--- src/rtl/rg_pkg.sv ---
// Shared definitions for the rg_mdx configurable register:
// bit-class encodings, default mask constants, class selection.
package rg_pkg;

  typedef enum logic [1:0] {
    CLS_PLAIN  = 2'd0,
    CLS_W1C    = 2'd1,
    CLS_BUF    = 2'd2,
    CLS_UNIMPL = 2'd3
  } rg_class_e;

  localparam int RG_MAX_W = 32;

  localparam logic [RG_MAX_W-1:0] RG_INIT_DEF = '0;
  localparam logic [RG_MAX_W-1:0] RG_IMPL_DEF = '1;
  localparam logic [RG_MAX_W-1:0] RG_W1C_DEF  = '0;
  localparam logic [RG_MAX_W-1:0] RG_BUF_DEF  = '0;

  // Flag wins over buffering when a bit sits in both masks.
  function automatic rg_class_e rg_class(
    input logic impl,
    input logic w1c,
    input logic bf
  );
    if (!impl)    return CLS_UNIMPL;
    else if (w1c) return CLS_W1C;
    else if (bf)  return CLS_BUF;
    else          return CLS_PLAIN;
  endfunction

endpackage

--- src/rtl/rg_mdx_bit.sv ---
// One register bit; class fixed at elaboration.
// Unimplemented bits are constants and hold no flops.
module rg_mdx_bit
  import rg_pkg::*;
#(
  parameter rg_class_e p_class = CLS_PLAIN,
  parameter logic      p_init  = 1'b0
) (
  input  logic clk,
  input  logic nrst,
  input  logic wd,
  input  logic wbe,
  input  logic tog,
  input  logic hw_set,
  input  logic commit,
  output logic act,
  output logic buf_q
);

  // Toggle beats load where wd=1; wd=0 under toggle alone keeps the bit.
  function automatic logic ld_next(input logic q);
    if (tog && wd) return ~q;
    else if (wbe)  return wd;
    else           return q;
  endfunction

  logic unused_in;
  assign unused_in = &{1'b0, clk, nrst, wd, wbe, tog, hw_set, commit};

  if (p_class == CLS_UNIMPL) begin : g_unimpl
    assign act   = p_init;
    assign buf_q = p_init;
  end else if (p_class == CLS_PLAIN) begin : g_plain
    always_ff @(posedge clk or negedge nrst) begin
      if (!nrst) act <= p_init;
      else       act <= ld_next(act);
    end
    assign buf_q = act;
  end else if (p_class == CLS_W1C) begin : g_w1c
    // Set dominates clear so a coincident event is not lost.
    always_ff @(posedge clk or negedge nrst) begin
      if (!nrst)            act <= p_init;
      else if (hw_set)      act <= 1'b1;
      else if (wbe && wd)   act <= 1'b0;
    end
    assign buf_q = act;
  end else begin : g_buf
    logic b_q;
    always_ff @(posedge clk or negedge nrst) begin
      if (!nrst) begin
        b_q <= p_init;
        act <= p_init;
      end else begin
        b_q <= ld_next(b_q);
        if (commit) act <= b_q;
      end
    end
    assign buf_q = b_q;
  end

endmodule

--- src/rtl/rg_mdx.sv ---
// Configurable control/status register with plain, flag,
// double-buffered and unimplemented bits; pend and irq here.
module rg_mdx
  import rg_pkg::*;
#(
  parameter int                 p_width     = 8,
  parameter logic [p_width-1:0] p_init_val  = RG_INIT_DEF[p_width-1:0],
  parameter logic [p_width-1:0] p_impl_mask = RG_IMPL_DEF[p_width-1:0],
  parameter logic [p_width-1:0] p_w1c_mask  = RG_W1C_DEF[p_width-1:0],
  parameter logic [p_width-1:0] p_buf_mask  = RG_BUF_DEF[p_width-1:0]
) (
  input  logic               clk,
  input  logic               nrst,
  input  logic [p_width-1:0] wdata,
  input  logic               wbe,
  input  logic               tog,
  input  logic [p_width-1:0] hw_set,
  input  logic               upd,
  input  logic [p_width-1:0] ie,
  output logic [p_width-1:0] rdata,
  output logic [p_width-1:0] bdata,
  output logic               pend,
  output logic               irq
);

  localparam logic has_buf = |(p_buf_mask & p_impl_mask);

  logic commit;
  assign commit = upd & pend;

  for (genvar i = 0; i < p_width; i++) begin : g_bit
    localparam rg_class_e cls =
      rg_class(p_impl_mask[i], p_w1c_mask[i], p_buf_mask[i]);
    rg_mdx_bit #(
      .p_class (cls),
      .p_init  (p_init_val[i])
    ) u_bit (
      .clk    (clk),
      .nrst   (nrst),
      .wd     (wdata[i]),
      .wbe    (wbe),
      .tog    (tog),
      .hw_set (hw_set[i]),
      .commit (commit),
      .act    (rdata[i]),
      .buf_q  (bdata[i])
    );
  end

  // A write in the commit cycle re-arms pend for the new buffer value.
  always_ff @(posedge clk or negedge nrst) begin
    if (!nrst)                    pend <= 1'b0;
    else if (has_buf && (wbe || tog)) pend <= 1'b1;
    else if (upd)                 pend <= 1'b0;
  end

  assign irq = |(rdata & p_w1c_mask & ie);

endmodule

--- config.mk ---
export PLATFORM = sky130hd
export DESIGN_NAME = rg_mdx
export DESIGN_NICKNAME = d
export VERILOG_FILES = /design/src/rtl/rg_pkg.sv /design/src/rtl/rg_mdx_bit.sv /design/src/rtl/rg_mdx.sv
export SDC_FILE = /design/constraint.sdc
export NUM_CORES = 1
export LEC_CHECK = 0
export ABC_CLOCK_PERIOD_IN_PS = 900
export BUFFER_PORTS_ARGS = -buffer_cell sky130_fd_sc_hd__buf_2
export CORE_AREA = 8 8 50 52
export CTS_BUF_LIST = sky130_fd_sc_hd__clkbuf_16
export DETAILED_ROUTE_END_ITERATION = 16
export DIE_AREA = 0 0 58 60
export PLACE_DENSITY = 0.75
export SKIP_LAST_GASP = 1
export SLEW_MARGIN = 0
export SYNTH_ARGS = -nofsm -noshare
export SYNTH_HDL_FRONTEND = slang
export SYNTH_HIERARCHICAL = 1
export SYNTH_SLANG_ARGS = --single-unit
--- constraint.sdc ---
create_clock -name clk -period 0.9 [get_ports clk]
set_input_delay 0.135 -clock clk [delete_from_list [all_inputs] [get_ports clk]]
set_output_delay 0.135 -clock clk [all_outputs]
set_load 0.03 [all_outputs]
Yosys cells after proc, flatten, opt, wreduce, memory -nomap -nowiden:

Index checks and enable logic that the tools add are counted.

* memories kept: 0
* bits in writable memories: 0
* output and inout port bits: 18
* ROM bits: 0
* bits of input ports: 29
* word-level logic and storage cells: 48
* bits in latches: 0
* register bits: 8

* shift-type cells: 0
* muxes and demuxes: 16
* multiply operators: 0
* add/subtract/negate cells: 0
* equal/unequal tests: 0
* reductions and logical operators: 16
* divide/modulo/power cells: 0
* $lt $le $gt $ge: 0
* bitwise logic cells: 8

Operators by type and width (count)
* 2-to-1 mux 1 bit: 16
* nonzero test 2 bit: 8
* logical AND 1 bit: 8
* NOT 1 bit: 8

Depth between registers and ports, before layout:

Gate-level depths: netlist (run 1).

* word-level depth: 2
* gate-level depth with buffers: 2
* gate-level depth less buffers: 2

By module:

The synthesis (run 1) kept the hierarchy.

Modules (own cells, without submodules)
* rg_mdx_bit: sequential area each 25.0 µm², area each 60.1 µm², cells an instance 6, instances 8
* rg_mdx: sequential area each 0.0 µm², area each 18.8 µm², cells an instance 3, instances 1

Worst setup path after synthesis (run 1):

OpenSTA, ideal clock, no wires.

* path kind: reg2reg
* start point: register g_bit[0].u_bit.act
* end point: register g_bit[0].u_bit.act
* setup time: 0.120 ns
* arrival: 0.984 ns
* data required time: 0.780 ns
* path buffers: 0
* stages on the path, launching flop included: 3
* slack: -0.204 ns
* cells stage by stage: dfrtp_1 or3_1 o211a_1

* longest elaborated chain between the ends: 2

RTL lines
* start: declaration: RTL line rg_mdx_bit.sv:16 `output logic act,`
* start signal: assignment: RTL line rg_mdx_bit.sv:35 `if (!nrst) act <= p_init;`
* start signal: assignment: RTL line rg_mdx_bit.sv:36 `else act <= ld_next(act);`
* NOT 1 bit: RTL line rg_mdx_bit.sv:22 `if (tog && wd) return ~q;`
* 2-to-1 mux 1 bit: RTL line rg_mdx_bit.sv:22

Every way passes these cells.
A chain may end at the register's enable or synchronous reset.

Worst setup path in the final report (run 1):

* start point: register g_bit[3].u_bit.act
* end point: output port rdata[3]

RTL lines
* start: declaration: RTL line rg_mdx_bit.sv:16
* start signal: assignment: RTL line rg_mdx_bit.sv:35
* start signal: assignment: RTL line rg_mdx_bit.sv:36
* end: declaration: RTL line rg_mdx.sv:20 `output logic [p_width-1:0] rdata,`

No word-level cell between the ends.

==> results of run 1 <==
-- cells in the final DEF, fill, tap and decap left out --
master         Yosys  routed
o211a_1            8       8
buf_2              0      11
nand3_1            8       8
dfrtp_2            0       8
buf_6              0      22
conb_1             1       2
nor2b_4            0       1
dlygate4sd3_1      0       1
clkbuf_16          0       3
nor2b_1            8       7
or3_1              8       8
buf_4             10       3
-- routing by layer --
metal  track usage, %  part of all wire, %  vias to the layer above  routed length (um)
li1                 -                    -                      238                   -
met1             8.73                   40                      242                 558
met2             14.2                   50                       22                 694
met3             4.09                  8.6                        2                 118
met4             3.15                 0.58                        0                   8
met5                0                    0                        -                   0
-- kinds of logic (layout without fill, tap and decap cells) --
family / after synthesis / after routing / share of synthesized area [%]
compound gates: 8 / 8 / 16.0
simple gates: 24 / 24 / 28.1
buf+inv: 10 / 40 / 15.0
other cells: 1 / 2 / 0.751
flops: 8 / 8 / 40.1
-- final cells by class --
type                            count  area [um^2]  share of cell area (%)
Timing Repair Buffer               37          335                    38.2
Multi-Input combinational cell     34          235                    26.8
Sequential cell                     8          210                    23.9
Clock buffer                        3         75.1                    8.55
Tap cell                           18         22.5                    2.56
-- critical path: stages, from the launching register on --
cell and delay [ns]:
dfrtp_2 0.41, buf_6 0.13, buf_6 0.13
-- power groups by stage --
stage,combinational [mW],clock [mW],sequential (mW)
6_report,0.656,0.734,0.467
5_1_grt,0.692,0.780,0.476
4_1_cts,0.632,0.762,0.467
3_5_place_dp,0.483,0,0.459
3_3_place_gp,0.477,0,0.452
2_1_floorplan,0.261,0,0.551
-- synth_stat cells (all sizes together) --
master | n | share of area [%]
buf | 10 | 15
dfrtp | 8 | 40
nand3 | 8 | 8.0
conb | 1 | 0.75
o211a | 8 | 16
or3 | 8 | 10
nor2b | 8 | 10
-- per-stage QoR --
| stage | setup WS (ns) | hold slack, ns | util, % | setup TNS, ns |
|---|---|---|---|---|
| final | -0.130 | 0.150 | 48.8 | -1.93 |
| after global routing | -0.159 | 0.162 | 48.8 | -2.48 |
| after CTS | -0.137 | 0.164 | 47.3 | -2.02 |
| after detailed placement | -0.0477 | -0.00550 | 35.6 | -0.319 |
| after global placement | -0.0224 | -0.00760 | 35.6 | -0.169 |
| after floorplan | -0.108 | -0.161 | - | -0.860 |
-- final timing paths --
path / start / to / slack, ns
hold reg to reg: g_bit[0].u_bit/act / g_bit[0].u_bit/act / 0.61
setup / recovery: g_bit[3].u_bit/act / rdata[3] / -0.13
hold / removal: wdata[7] / g_bit[7].u_bit/act / 0.15
setup reg to reg: g_bit[4].u_bit/act / g_bit[4].u_bit/act / -0.08
min in group asynchronous: nrst / g_bit[2].u_bit/act / 0.30
max in group asynchronous: nrst / g_bit[4].u_bit/act / 0.41
-- what timing repair did --
action,CTS,global route
hold endpoints to repair,8,0
setup buffers,1,2
setup endpoints to repair,24,24
pin swaps,0,1
resized for setup,37,3
hold buffers,1,0
==> flow_summary.ini, run 1 <==
[status]
outcome = finished with violations
violations = setup timing

[worst_setup_path]
worstSetupPathType = flip-flop to output port
r2r_cells = 3
cp-end-kind = output port
cp_max_fo = 3
startpoint_type = flip-flop
critical_path_required_ns = 0.76
worstPathArrival_ns = 0.90

[job]
cap_violations = 0

[routing]
drtAntennaViolNets = 0
drc = 0
drt_iter0_drc = 4
vias = 504
viasPerCell = 5.04
drtPass1Iterations = 2
wl_per_cell_um = 13.8
routed_wirelength_um = 1380

[finish]
postLayoutCellArea_um2 = 878
final_cells = 100
areaGrowthSynthToFinish_pct = 75.9
reg_top3 = g_bit.u_bit/act: 8 flops
n_antenna_cell = 0
drive_gt1_share_pct = 58.5
largest_reg_flops = 8
nets = 113
nFillCells = 176
top_register = g_bit.u_bit/act

[die]
die_h_um = 60
rows = 16
initial_utilization_pct = 27.7
die_area_um2 = 3480
die_x_um = 58
core_area_um2 = 1800
io_pins = 47

[worst_hold_path]
min_path_cells = 2
holdCritPathClass = primary input to flip-flop

[sta]
finalHoldViolCount = 0
setup_viol = 24
slew_violations = 0
fmax_mhz = 971
worst_slack_ns = -0.130
min_period_over_period_pct = 114
layout_min_cycle_time_ns = 1.03
rsz0062_at_grt = true
fin_skew_ns = 0

[placed_design]
postPlaceCellArea_um2 = 641
place_inst = 93
io_buffer_count = 27
routabilityCongestion = 0.630
hpwl_um = 948

[grt]
grt_pass1_wl_um = 2240
grt_max_degree = 17
grt_pass1_vias = 472
grt_overflow_total = 0
grt_use_total_pct = 8.36
antenna_found_initial = 0

[synthesis]
netlist_area_um2 = 499
avgSynthCellArea_um2 = 9.79
yosysWarnings = 6
ys_ff_latch = 8
syn-instance-count = 51
ys_seq_area_share_pct = 40.1
synth_cell_types = 7

[power]
leakage_nw = 0.431
switching_share_pct = 29.1
seqPwrFrac_pct = 25.1
clkPwrFrac_pct = 39.5
total_power_mw = 1.86
peakVddDrop_v = 0.00100
switchingPower_mw = 0.541
p_int_mw = 1.32
p_comb_share_pct = 35.3
powerDensity_nw_per_um2 = 2110

[clocking]
path_clk_slew_ns = 0.04
numCtsBuffers = 3
cts_tree = done
h-tree-depth = 1
clk_latency_ns = 0.23
cts_buffer_depth = 2
cts.sinks = 8
root_buffer = clkbuf_16
(Power assumes the default switching activity.)
==> run 2, diff against run 1 <==
--- a/config.mk
+++ b/config.mk
@@ -14,5 +14,4 @@
 export PLACE_DENSITY = 0.75
 export SKIP_LAST_GASP = 1
-export SLEW_MARGIN = 0
 export SYNTH_ARGS = -nofsm -noshare
 export SYNTH_HDL_FRONTEND = slang
==> constraint.sdc (replaced) <==
create_clock -name clk -period 0.9 [get_ports clk]
set_input_delay 0.135 -clock clk [delete_from_list [all_inputs] [get_ports clk]]
set_output_delay 0.135 -clock clk [all_outputs]
set_load 0.005 [all_outputs]
==> flow_summary.ini, run 2 (same netlist as run 1, synthesis figures left out) <==
[placed_design]
place_inst = 93
hpwl_um = 954
io_buffer_count = 27
routabilityCongestion = 0.592

[finish]
areaGrowthSynthToFinish_pct = 67.2
nets = 113
top_register = g_bit.u_bit/act
n_antenna_cell = 0
multi_input_area_um2 = 235
nFillCells = 185
final_cells = 100
drive_gt1_share_pct = 48.8
fin_util_pct = 46.3
final_cell_mix = buf_6, buf_2
largest_reg_flops = 8
seqCellArea_um2 = 200
reg_top3 = g_bit.u_bit/act: 8 flops

[power]
peakVddDrop_v = 0.00127
leakage_nw = 0.429
powerDensity_nw_per_um2 = 1950

[sta]
min_period_over_period_pct = 112
finalHoldViolCount = 0
layout_min_cycle_time_ns = 1.01
slew_violations = 0
setup_viol = 18
fin_skew_ns = 0
rsz0062_at_grt = true
fmax_mhz = 991
worst_slack_ns = -0.109

[worst_hold_path]
min_path_cells = 2
holdCritPathClass = primary input to flip-flop

[clocking]
clk_latency_ns = 0.23
path_clk_slew_ns = 0.04
h-tree-depth = 1
cts_tree = done
numCtsBuffers = 3
cts.sinks = 8
root_buffer = clkbuf_16
cts_buffer_depth = 2

[die]
core_area_um2 = 1800
die_x_um = 58
rows = 16
die_area_um2 = 3480
io_pins = 47
initial_utilization_pct = 27.7
die_h_um = 60

[routing]
routed_wirelength_um = 1360
drtAntennaViolNets = 0
vias = 482
viasPerCell = 4.82
drtPass1Iterations = 2
drt_iter0_drc = 5
wl_per_cell_um = 13.6
drc = 0

[job]
cap_violations = 0

[worst_setup_path]
worstPathArrival_ns = 0.87
max_stage_delay_ns = 0.41
startpoint_type = flip-flop
cp_max_fo = 3
path_depth = 2
crit_top_cell = buf_6
worstSetupPathType = flip-flop to output port
critical_path_required_ns = 0.76
cp-end-kind = output port
r2r_cells = 3
cp_num_buf_inv = 2
critPathSlowestCell = dfrtp_1
crit_family = flip-flops
cp_cell_sequence = buf_6 -> buf_6

[grt]
antenna_found_initial = 0
grt_max_degree = 17
grt_use_total_pct = 7.95
grt_pass1_wl_um = 2140
grt_pass1_vias = 457
grt_overflow_total = 0

[status]
violations = setup timing
outcome = finished with violations
## run 2: layout make-up
class                   instances  area share (%)
well taps                      18            2.70
repair buffers                 37            36.1
clock buffers                   3            9.00
multi-input cells              34            28.2
flip-flops and latches          8            24.0
## run 2: power breakdown
part | internal, mW | total, mW | leakage, nW | switching [mW]
clock | 0.573 | 0.742 | 0.0370 | 0.170
sequential | 0.406 | 0.453 | 0.0943 | 0.0467
combinational | 0.285 | 0.429 | 0.297 | 0.144
total | 1.26 | 1.62 | 0.428 | 0.360
## run 2: through the flow
stage | power [mW] | setup slack, ns | hold WS (ns) | instance area [um^2] | setup TNS, ns
floorplan | 0.618 | -0.0183 | -0.161 | 503 | -0.146
global placement | 0.736 | -0.0218 | -0.00706 | 631 | -0.157
detailed placement | 0.750 | -0.0537 | -0.00442 | 631 | -0.325
CTS | 1.63 | -0.108 | 0.161 | 816 | -1.42
global route | 1.72 | -0.131 | 0.169 | 835 | -2.07
finish | 1.62 | -0.109 | 0.158 | 835 | -1.37
## run 2: what timing repair did
| action | CTS | global route |
|---|---|---|
| hold buffers | 1 | 0 |
| setup buffers | 2 | 1 |
| resized for setup | 16 | 3 |
| pin swaps | 0 | 1 |
| hold endpoints to repair | 8 | 0 |
| endpoints found under the setup margin | 24 | 24 |
## run 2: final timing paths
check	start	end	slack [ns]
min in group asynchronous	nrst	g_bit[1].u_bit/act	0.28
min reg2reg	g_bit[3].u_bit/act	g_bit[3].u_bit/act	0.62
max	g_bit[0].u_bit/act	bdata[0]	-0.11
max reg2reg	g_bit[0].u_bit/act	g_bit[0].u_bit/act	-0.08
min	wdata[6]	g_bit[6].u_bit/act	0.16
max in group asynchronous	nrst	g_bit[4].u_bit/act	0.43
## run 2: layer usage
layer  vias to the layer above  global-route usage (%)  wire (um)
met4                         0                    2.10          0
met2                        18                    12.9        648
met5                         -                       0          0
li1                        237                       -          -
met1                       227                    8.82        568
met3                         0                    4.30        144
